[config.mk]
export PLATFORM = sky130hd
export DESIGN_NAME = mist_spi_host
export DESIGN_NICKNAME = d
export VERILOG_FILES = /design/src/rtl/mist_spi_host.sv
export SDC_FILE = /design/constraint.sdc
export NUM_CORES = 1
export LEC_CHECK = 0
export BUFFER_PORTS_ARGS = -buffer_cell sky130_fd_sc_hd__clkbuf_2
export CAP_MARGIN = 20
export CORE_MARGIN = 10
export CORE_UTILIZATION = 55
export CTS_CLUSTER_DIAMETER = 60
export DETAILED_ROUTE_END_ITERATION = 8
export HOLD_SLACK_MARGIN = 0.1
export PLACE_DENSITY = 0.8
export SYNTH_ARGS = -nofsm -noshare
export SYNTH_HDL_FRONTEND = slang
export SYNTH_SLANG_ARGS = --single-unit
[constraint.sdc]
create_clock -name clk -period 2.9 [get_ports clk]
set_input_delay 0.58 -clock clk [delete_from_list [all_inputs] [get_ports clk]]
set_output_delay 0.58 -clock clk [all_outputs]
set_load 0.05 [all_outputs]
[src/rtl/mist_spi_host.sv]
`default_nettype none
// ============================================================================
// Module : mist_spi_host
// Brief  : SPI initiator for the MiST IO-controller link. Each frame carries
//          one command byte plus cmd_len payload bytes under one ss assertion.
//          Build macro MIST_SPI_HOST_RX_EN enables capture of sdo into rx_data.
// Rev    : 1.0  initial release
// ============================================================================
module mist_spi_host #(
    parameter int HALF_DIV = 2,
    parameter int GAP      = 8,
    parameter int LEN_W    = 16
) (
    input  logic             clk,
    input  logic             reset_n,
    input  logic             cmd_valid,
    output logic             cmd_ready,
    input  logic [7:0]       cmd_byte,
    input  logic [LEN_W-1:0] cmd_len,
    input  logic [7:0]       tx_data,
    input  logic             tx_valid,
    output logic             tx_ready,
    output logic [7:0]       rx_data,
    output logic             rx_valid,
    output logic             busy,
    output logic             done,
    output logic             sck,
    output logic             ss,
    output logic             sdi,
    input  logic             sdo
);

    localparam int c_CNT_MAX = (HALF_DIV > GAP) ? HALF_DIV : GAP;
    localparam int c_CNT_W   = $clog2(c_CNT_MAX) + 1;
    localparam logic [c_CNT_W-1:0] c_HALF_LAST = c_CNT_W'(HALF_DIV - 1);
    localparam logic [c_CNT_W-1:0] c_GAP_LAST  = c_CNT_W'(GAP - 1);

    typedef enum logic [2:0] {
        S_IDLE  = 3'd0,
        S_SETUP = 3'd1,
        S_SHIFT = 3'd2,
        S_LOAD  = 3'd3,
        S_END   = 3'd4,
        S_GAP   = 3'd5
    } state_t;

    state_t             r_state;
    state_t             w_state_nxt;
    logic [c_CNT_W-1:0] r_cnt;
    logic [2:0]         r_bit;
    logic               r_phase;
    logic [7:0]         r_tx_sr;
    logic [LEN_W-1:0]   r_remain;
    logic               r_ss;
    logic               r_sck;
    logic               r_sdi;
    logic               r_done;
    logic               w_half_last;
    logic               w_gap_last;
    logic               w_sample;

    assign w_half_last = (r_cnt == c_HALF_LAST);
    assign w_gap_last  = (r_cnt == c_GAP_LAST);
    // sdo is captured on the same clk edge that drives sck high
    assign w_sample    = (r_state == S_SHIFT) && w_half_last && !r_phase;

    always_ff @(posedge clk or negedge reset_n) begin
        if (!reset_n) begin
            r_state <= S_IDLE;
        end else begin
            r_state <= w_state_nxt;
        end
    end

    always_comb begin
        w_state_nxt = r_state;
        cmd_ready   = 1'b0;
        tx_ready    = 1'b0;
        busy        = 1'b1;
        case (r_state)
            S_IDLE: begin
                cmd_ready = 1'b1;
                busy      = 1'b0;
                if (cmd_valid) begin
                    w_state_nxt = S_SETUP;
                end
            end
            S_SETUP: begin
                if (w_half_last) begin
                    w_state_nxt = S_SHIFT;
                end
            end
            S_SHIFT: begin
                if (w_half_last && r_phase && (r_bit == 3'd7)) begin
                    w_state_nxt = (r_remain != '0) ? S_LOAD : S_END;
                end
            end
            S_LOAD: begin
                tx_ready = 1'b1;
                if (tx_valid) begin
                    w_state_nxt = S_SHIFT;
                end
            end
            S_END: begin
                if (w_half_last) begin
                    w_state_nxt = S_GAP;
                end
            end
            S_GAP: begin
                if (w_gap_last) begin
                    w_state_nxt = S_IDLE;
                end
            end
            default: begin
                w_state_nxt = S_IDLE;
            end
        endcase
    end

    always_ff @(posedge clk or negedge reset_n) begin
        if (!reset_n) begin
            r_cnt    <= '0;
            r_bit    <= 3'd0;
            r_phase  <= 1'b0;
            r_tx_sr  <= 8'h00;
            r_remain <= '0;
            r_ss     <= 1'b1;
            r_sck    <= 1'b0;
            r_sdi    <= 1'b0;
            r_done   <= 1'b0;
        end else begin
            r_done <= 1'b0;
            case (r_state)
                S_IDLE: begin
                    r_cnt   <= '0;
                    r_bit   <= 3'd0;
                    r_phase <= 1'b0;
                    if (cmd_valid) begin
                        r_tx_sr  <= cmd_byte;
                        r_remain <= cmd_len;
                        r_ss     <= 1'b0;
                    end
                end
                S_SETUP: begin
                    if (w_half_last) begin
                        r_cnt   <= '0;
                        r_sdi   <= r_tx_sr[7];
                        r_tx_sr <= {r_tx_sr[6:0], 1'b0};
                    end else begin
                        r_cnt <= r_cnt + c_CNT_W'(1);
                    end
                end
                S_SHIFT: begin
                    if (w_half_last) begin
                        r_cnt <= '0;
                        if (!r_phase) begin
                            r_sck   <= 1'b1;
                            r_phase <= 1'b1;
                        end else begin
                            r_sck   <= 1'b0;
                            r_phase <= 1'b0;
                            if (r_bit == 3'd7) begin
                                r_bit <= 3'd0;
                            end else begin
                                // start of the next low phase: present the next bit
                                r_bit   <= r_bit + 3'd1;
                                r_sdi   <= r_tx_sr[7];
                                r_tx_sr <= {r_tx_sr[6:0], 1'b0};
                            end
                        end
                    end else begin
                        r_cnt <= r_cnt + c_CNT_W'(1);
                    end
                end
                S_LOAD: begin
                    r_cnt <= '0;
                    if (tx_valid) begin
                        r_sdi   <= tx_data[7];
                        r_tx_sr <= {tx_data[6:0], 1'b0};
                        if (r_remain != '0) begin
                            r_remain <= r_remain - LEN_W'(1);
                        end
                    end
                end
                S_END: begin
                    if (w_half_last) begin
                        r_cnt  <= '0;
                        r_ss   <= 1'b1;
                        r_sdi  <= 1'b0;
                        r_done <= 1'b1;
                    end else begin
                        r_cnt <= r_cnt + c_CNT_W'(1);
                    end
                end
                S_GAP: begin
                    if (w_gap_last) begin
                        r_cnt <= '0;
                    end else begin
                        r_cnt <= r_cnt + c_CNT_W'(1);
                    end
                end
                default: begin
                    r_cnt <= '0;
                end
            endcase
        end
    end

    assign ss   = r_ss;
    assign sck  = r_sck;
    assign sdi  = r_sdi;
    assign done = r_done;

`ifdef MIST_SPI_HOST_RX_EN
    logic [7:0] r_rx_sr;
    logic [7:0] r_rx_data;
    logic       r_rx_valid;

    always_ff @(posedge clk or negedge reset_n) begin
        if (!reset_n) begin
            r_rx_sr    <= 8'h00;
            r_rx_data  <= 8'h00;
            r_rx_valid <= 1'b0;
        end else begin
            r_rx_valid <= 1'b0;
            if (w_sample) begin
                r_rx_sr <= {r_rx_sr[6:0], sdo};
                if (r_bit == 3'd7) begin
                    r_rx_data  <= {r_rx_sr[6:0], sdo};
                    r_rx_valid <= 1'b1;
                end
            end
        end
    end

    assign rx_data  = r_rx_data;
    assign rx_valid = r_rx_valid;
`else
    logic w_sdo_unused;
    logic w_sample_unused;

    assign w_sdo_unused    = sdo;
    assign w_sample_unused = w_sample;
    assign rx_data         = 8'h00;
    assign rx_valid        = 1'b0;
`endif

endmodule
`default_nettype wire

Yosys cells after proc, flatten, opt, wreduce, memory -nomap -nowiden --
Index checks and enable logic that the tools add are counted.
Word-level totals: register bits after elaboration 39, latch bits 0, memory bits (writable) 0, memory bits (read-only) 0, input port bits 37, output and inout port bits 16, logic and storage cells 93, memories 0
Cells by class: add/sub/neg operators 3, multiply operators 0, divide/modulo/power cells 0, $lt $le $gt $ge 0, eq/ne operators 18, shift-type cells 0, multiplexer cells 44, bitwise gates (word level) 0, reduce and logical (&&, ||, !) cells 18
Operator list (count):
- 16-bit 2-to-1 mux | 3
- 8-bit 2-to-1 mux | 6
- 16-bit case mux with 2 select lines | 1
- 8-bit case mux with 4 select lines | 1
- 3-bit 2-to-1 mux | 10
- 2-bit inequality test (second input constant) | 9
- 3-bit case mux with 6 select lines | 1
- 16-bit nonzero test | 1
- 16-bit by 1-bit subtractor with 16-bit output (second input constant) | 1
- 1-bit 2-to-1 mux | 15
- 7-bit AND reduction | 2
- 3-bit == test (second input constant) | 3
- 4-bit 2-to-1 mux | 2
- 4-bit case mux with 2 select lines | 1
- 4-bit nonzero test | 2
- 3-bit by 2-bit == test with 1-bit output (second input constant) | 2
- 3-bit case mux with 2 select lines | 1
- 3-bit AND reduction | 2
- 6-bit AND reduction | 1
- 2-bit nonzero test | 3
- 4-bit by 1-bit adder with 4-bit output (second input constant) | 1
- 4-bit by 1-bit == test with 1-bit output (second input constant) | 1
- 4-bit by 3-bit == test with 1-bit output (second input constant) | 1
- 1-bit case mux with 2 select lines | 2
- other kinds (9) | 11

Longest topological paths before layout --
depth after elaboration 5, depth in mapped cells 9, mapped depth without buffers 7

Worst setup path after synthesis --
Ideal clock, no wire load.
path type register to output, from register r_state[0], to output busy, data arrival time 2.030 ns, required time 2.320 ns, setup slack 0.290 ns, cell stages (with the launch flop) 5, buffers on the path 1, path through dfrtp_1 or2_2 clkbuf_1 nor2_1 inv_1
Between the ends: word-level cells in the longest chain between the ends 2
Ends and longest elaborated chain:
- start, declared | line 47 | state_t r_state;
- start signal, assigned | line 71 | r_state <= w_state_nxt;
- 3-bit zero test | line 80 | case (r_state)
- 1-bit 2-to-1 mux | line 80
- end, declared | line 25 | output logic busy,
Every way passes these cells.

Worst setup path after layout --
from register r_state[0], to output cmd_ready
Between the ends: word-level cells in the longest chain between the ends 2
Ends and longest elaborated chain:
- 3-bit zero test | line 80
- 1-bit 2-to-1 mux | line 80
- end, declared | line 17 | output logic cmd_ready,
Every way passes these cells.

==> impl_results.md <==
* Status: complete, no violations
* Die X at 88.24 um
* CTS tree: done
* Post-synthesis sequential area ratio at 38.15%
* CTS max path bufs at 2
* Hold Fails Final Rpt at 0
* RSZ-0062 raised after global routing: no
* Yosys top cell by area: dfrtp_1
* Max H-tree Level at 2
* DRC at 0
* Top cell type's share of synthesized area at 37.13%
* Met2 Use GR at 26.46%
* Crit Path Class: reg2out
* Initial drt markers at 206
* Final Util at 65.96%
* Die Ht at 88.24 um
* Avg Cell Area, Syn at 8.397 um2
* # IOs at 53
* Final setup fails at 0
* Async SR Flop Fraction at 100.0%
* Fin cells at 400
* GR Util met1 at 23.59%
* Final WL at 6.356 mm
* Worst Tran Pin Value at 622.7 ps
* Clock power share at 16.5%
* Initial Util at 57.63%
* CTS Root Buffer Type: clkbuf_8
* Vias in the first global route at 2377
* CTS buffer count at 5
* Initial antenna violation count at 0
* Clk_lat worst skew at 290 ps
* ANT nets after route at 0
* Global routing's busiest layer: met2
* R2R cell count at 4
* Combinational Power Share at 40.9%
* Area growth syn-to-layout at 14.46%
* Worst r2r dst: r_tx_sr[4]$_DFFE_PN0P_
* Max Freq at 413.8 MHz
* Mapped Cells at 305
* Post-cts resize count at 0
* Met3 usage at 4.044%
* Diode count at 0
* Final GP Congestion at 0.8886
* Net Switching at 956.1 uW
* Slew HR at 58.17%
* Worst-path fanout max at 13
* Detailed placement HPWL at 4.651 mm
* Critical Path Start Type: flop
* Pin count of the biggest net entering global routing at 40
* TNS Setup at 0 ps
* Synth top area cells: dfrtp_1 37%, o21ai_0 6.8%, a21oi_1 5.5%, nor2_1 4.5%, nand2_1 3.4%
* Maximum VDD drop at 512.4 uV
* Critical R2R Launch: r_state[0]$_DFFE_PN0P_
* Fin. max-slew vios at 0
* Yosys warnings at 0
* CP endpoint: cmd_ready
* Number of hold buffers added after CTS at 0
* Yosys reg bits at 39
* Inst Count DP at 391
* Worst clock skew at 8.610 ps
* Sink Count at 39
* Syn Std Cell Area at 2561 um2
* Minimum clock period at 2416 ps
* Post-synth EDFFs at 0
* Layout cells sized above 1 at 22.70%
* Setup Fix Bufs, Post-CTS at 0
* Commonest cells in the synthesized netlist: 38 x dfrtp_1, 35 x o21ai_0, 31 x nor2_1, 28 x a21oi_1, 23 x nand2_1
* Clock slew at reported path FFs at 80 ps
* Crit. End Element: output pin
* Sw frac at 41.18%
* Core footprint at 4444 um2
* Arrival time at the worst endpoint at 1840 ps
* Maxcap violations at 0
* R2r setup slk at 510 ps
* CP Data Required Time at 2320 ps
* Gr ovfl total at 0
* Leak pwr at 1.370 nW
* Vias/cell at 5.945
* Most frequent cell after synthesis: dfrtp_1
* Internal at 1.366 mW
* Total track usage at 17.20%
* Period utilisation layout at 83.32%
* Die ar. at 7786 um2
* DR vias at 2378
* Min-Delay Path Class: in2async
* IO Port Bufs at 42
* Pwr dens at 792.0 nW/um2
* First-pass GRT wire length at 10.96 mm
* Rows at 24
* Synth unique cells at 56
* Final nets at 389
* WL per Instance at 15.89 um
* Sequential fraction of design power at 42.6%
* Worst setup path startpoint: r_state[0]$_DFFE_PN0P_
* Pre-Repair DR Iteration Count at 4
* Synth Flop Type: dfrtp_1
-- metrics by stage --
stage / setup WS (ps) / hold WS [ps] / cell area, um2 / total power, mW
2_1_floorplan: 290.4 / 284.4 / 2591 / 1.683
3_3_place_gp: 621.7 / 479.6 / 2820 / 1.890
3_5_place_dp: 579.9 / 493.6 / 2820 / 1.935
4_1_cts: 499.2 / 475.0 / 2912 / 2.319
5_1_grt: 295.4 / 196.9 / 2932 / 2.511
6_report: 483.6 / 173.9 / 2932 / 2.322
-- final cells by class --
cell class	instances	area, um2
Fill cell	393	1513
Multi-Input combinational cell	240	1448
Sequential cell	39	977.2
Timing Repair Buffer	53	320.3
Clock buffer	7	86.33
Tap cell	52	65.06
Inverter	8	30.03
Clock inverter	1	5.005
-- worst max-delay path: stages, from the launching register on --
cell	delay [ps]
dfrtp_1	560
or2_2	470
nor2_1	200
clkbuf_2	310
-- per-layer routing --
metal / routed length (um) / up-vias
li1: - / 1174
met5: 0 / -
met3: 426 / 10
met4: 77 / 0
met1: 2990 / 1108
met2: 2862 / 86
-- power by group through the flow --
stage	combinational (mW)	clock, mW	sequential [mW]
finish	0.949	0.384	0.989
global route	1.07	0.414	1.03
global placement	0.911	0	0.979
CTS	0.945	0.390	0.984
detailed placement	0.940	0	0.995
floorplan	0.707	0	0.975
-- how the worst min path moves through the flow --
stage,start,to,slack [ps],depth (start not counted)
floorplan,reset_n,done$_DFF_PN0_,280,0
global placement,r_cnt[0]$_DFF_PN0_,r_cnt[0]$_DFF_PN0_,480,1
detailed placement,r_cnt[0]$_DFF_PN0_,r_cnt[0]$_DFF_PN0_,490,1
CTS,reset_n,r_remain[9]$_DFFE_PN0P_,480,1
global route,reset_n,r_cnt[1]$_DFF_PN0_,200,1
finish,reset_n,r_tx_sr[5]$_DFFE_PN0P_,170,1
-- sequential cells by signal, summed over array words and instances (netlist names) --
register / flops
r_cnt: 4
r_tx_sr: 8
sdi: 1
r_phase: 1
r_state: 3
done: 1
r_remain: 16
sck: 1
ss: 1
r_bit: 3
-- cells in the final DEF (no fill, tap or decap), types with 2 or more instances in the layout --
cell type | Yosys | routed
conb_1 | 1 | 9
clkbuf_2 | 0 | 41
nand2b_1 | 2 | 2
o311ai_0 | 2 | 2
or3b_2 | 2 | 2
buf_12 | 0 | 2
inv_1 | 7 | 7
a22oi_1 | 5 | 5
nand3b_1 | 2 | 2
mux2_2 | 7 | 7
or3_1 | 5 | 5
ha_1 | 5 | 5
o21ai_0 | 35 | 35
clkbuf_8 | 0 | 6
xor2_1 | 2 | 2
or2_2 | 2 | 2
mux2i_1 | 7 | 7
nand2_1 | 23 | 23
nor3_1 | 14 | 14
nand4_1 | 2 | 2
a21o_1 | 3 | 3
nor2_1 | 31 | 31
o22ai_1 | 3 | 3
dfrtp_1 | 38 | 38
and3_1 | 5 | 5
nor2b_1 | 2 | 2
or4_1 | 2 | 2
buf_4 | 9 | 10
a21oi_1 | 28 | 28
o21a_1 | 2 | 2
nor4_1 | 4 | 4
nand3_1 | 13 | 13
nor3b_1 | 2 | 2
-- logic make-up after synthesis --
logic type / count (synthesis) / synth area share (%)
multiplexers: 14 / 5.814
other: 1 / 0.1464
AND/OR/NAND/NOR: 119 / 25.11
buffers and inverters: 34 / 6.497
flip-flops: 39 / 38.15
AO/OA/AOI/OAI: 89 / 20.42
adder cells (fa/ha/maj): 6 / 2.833
XOR/XNOR: 3 / 1.026
Power figures use the tool's default switching activity.
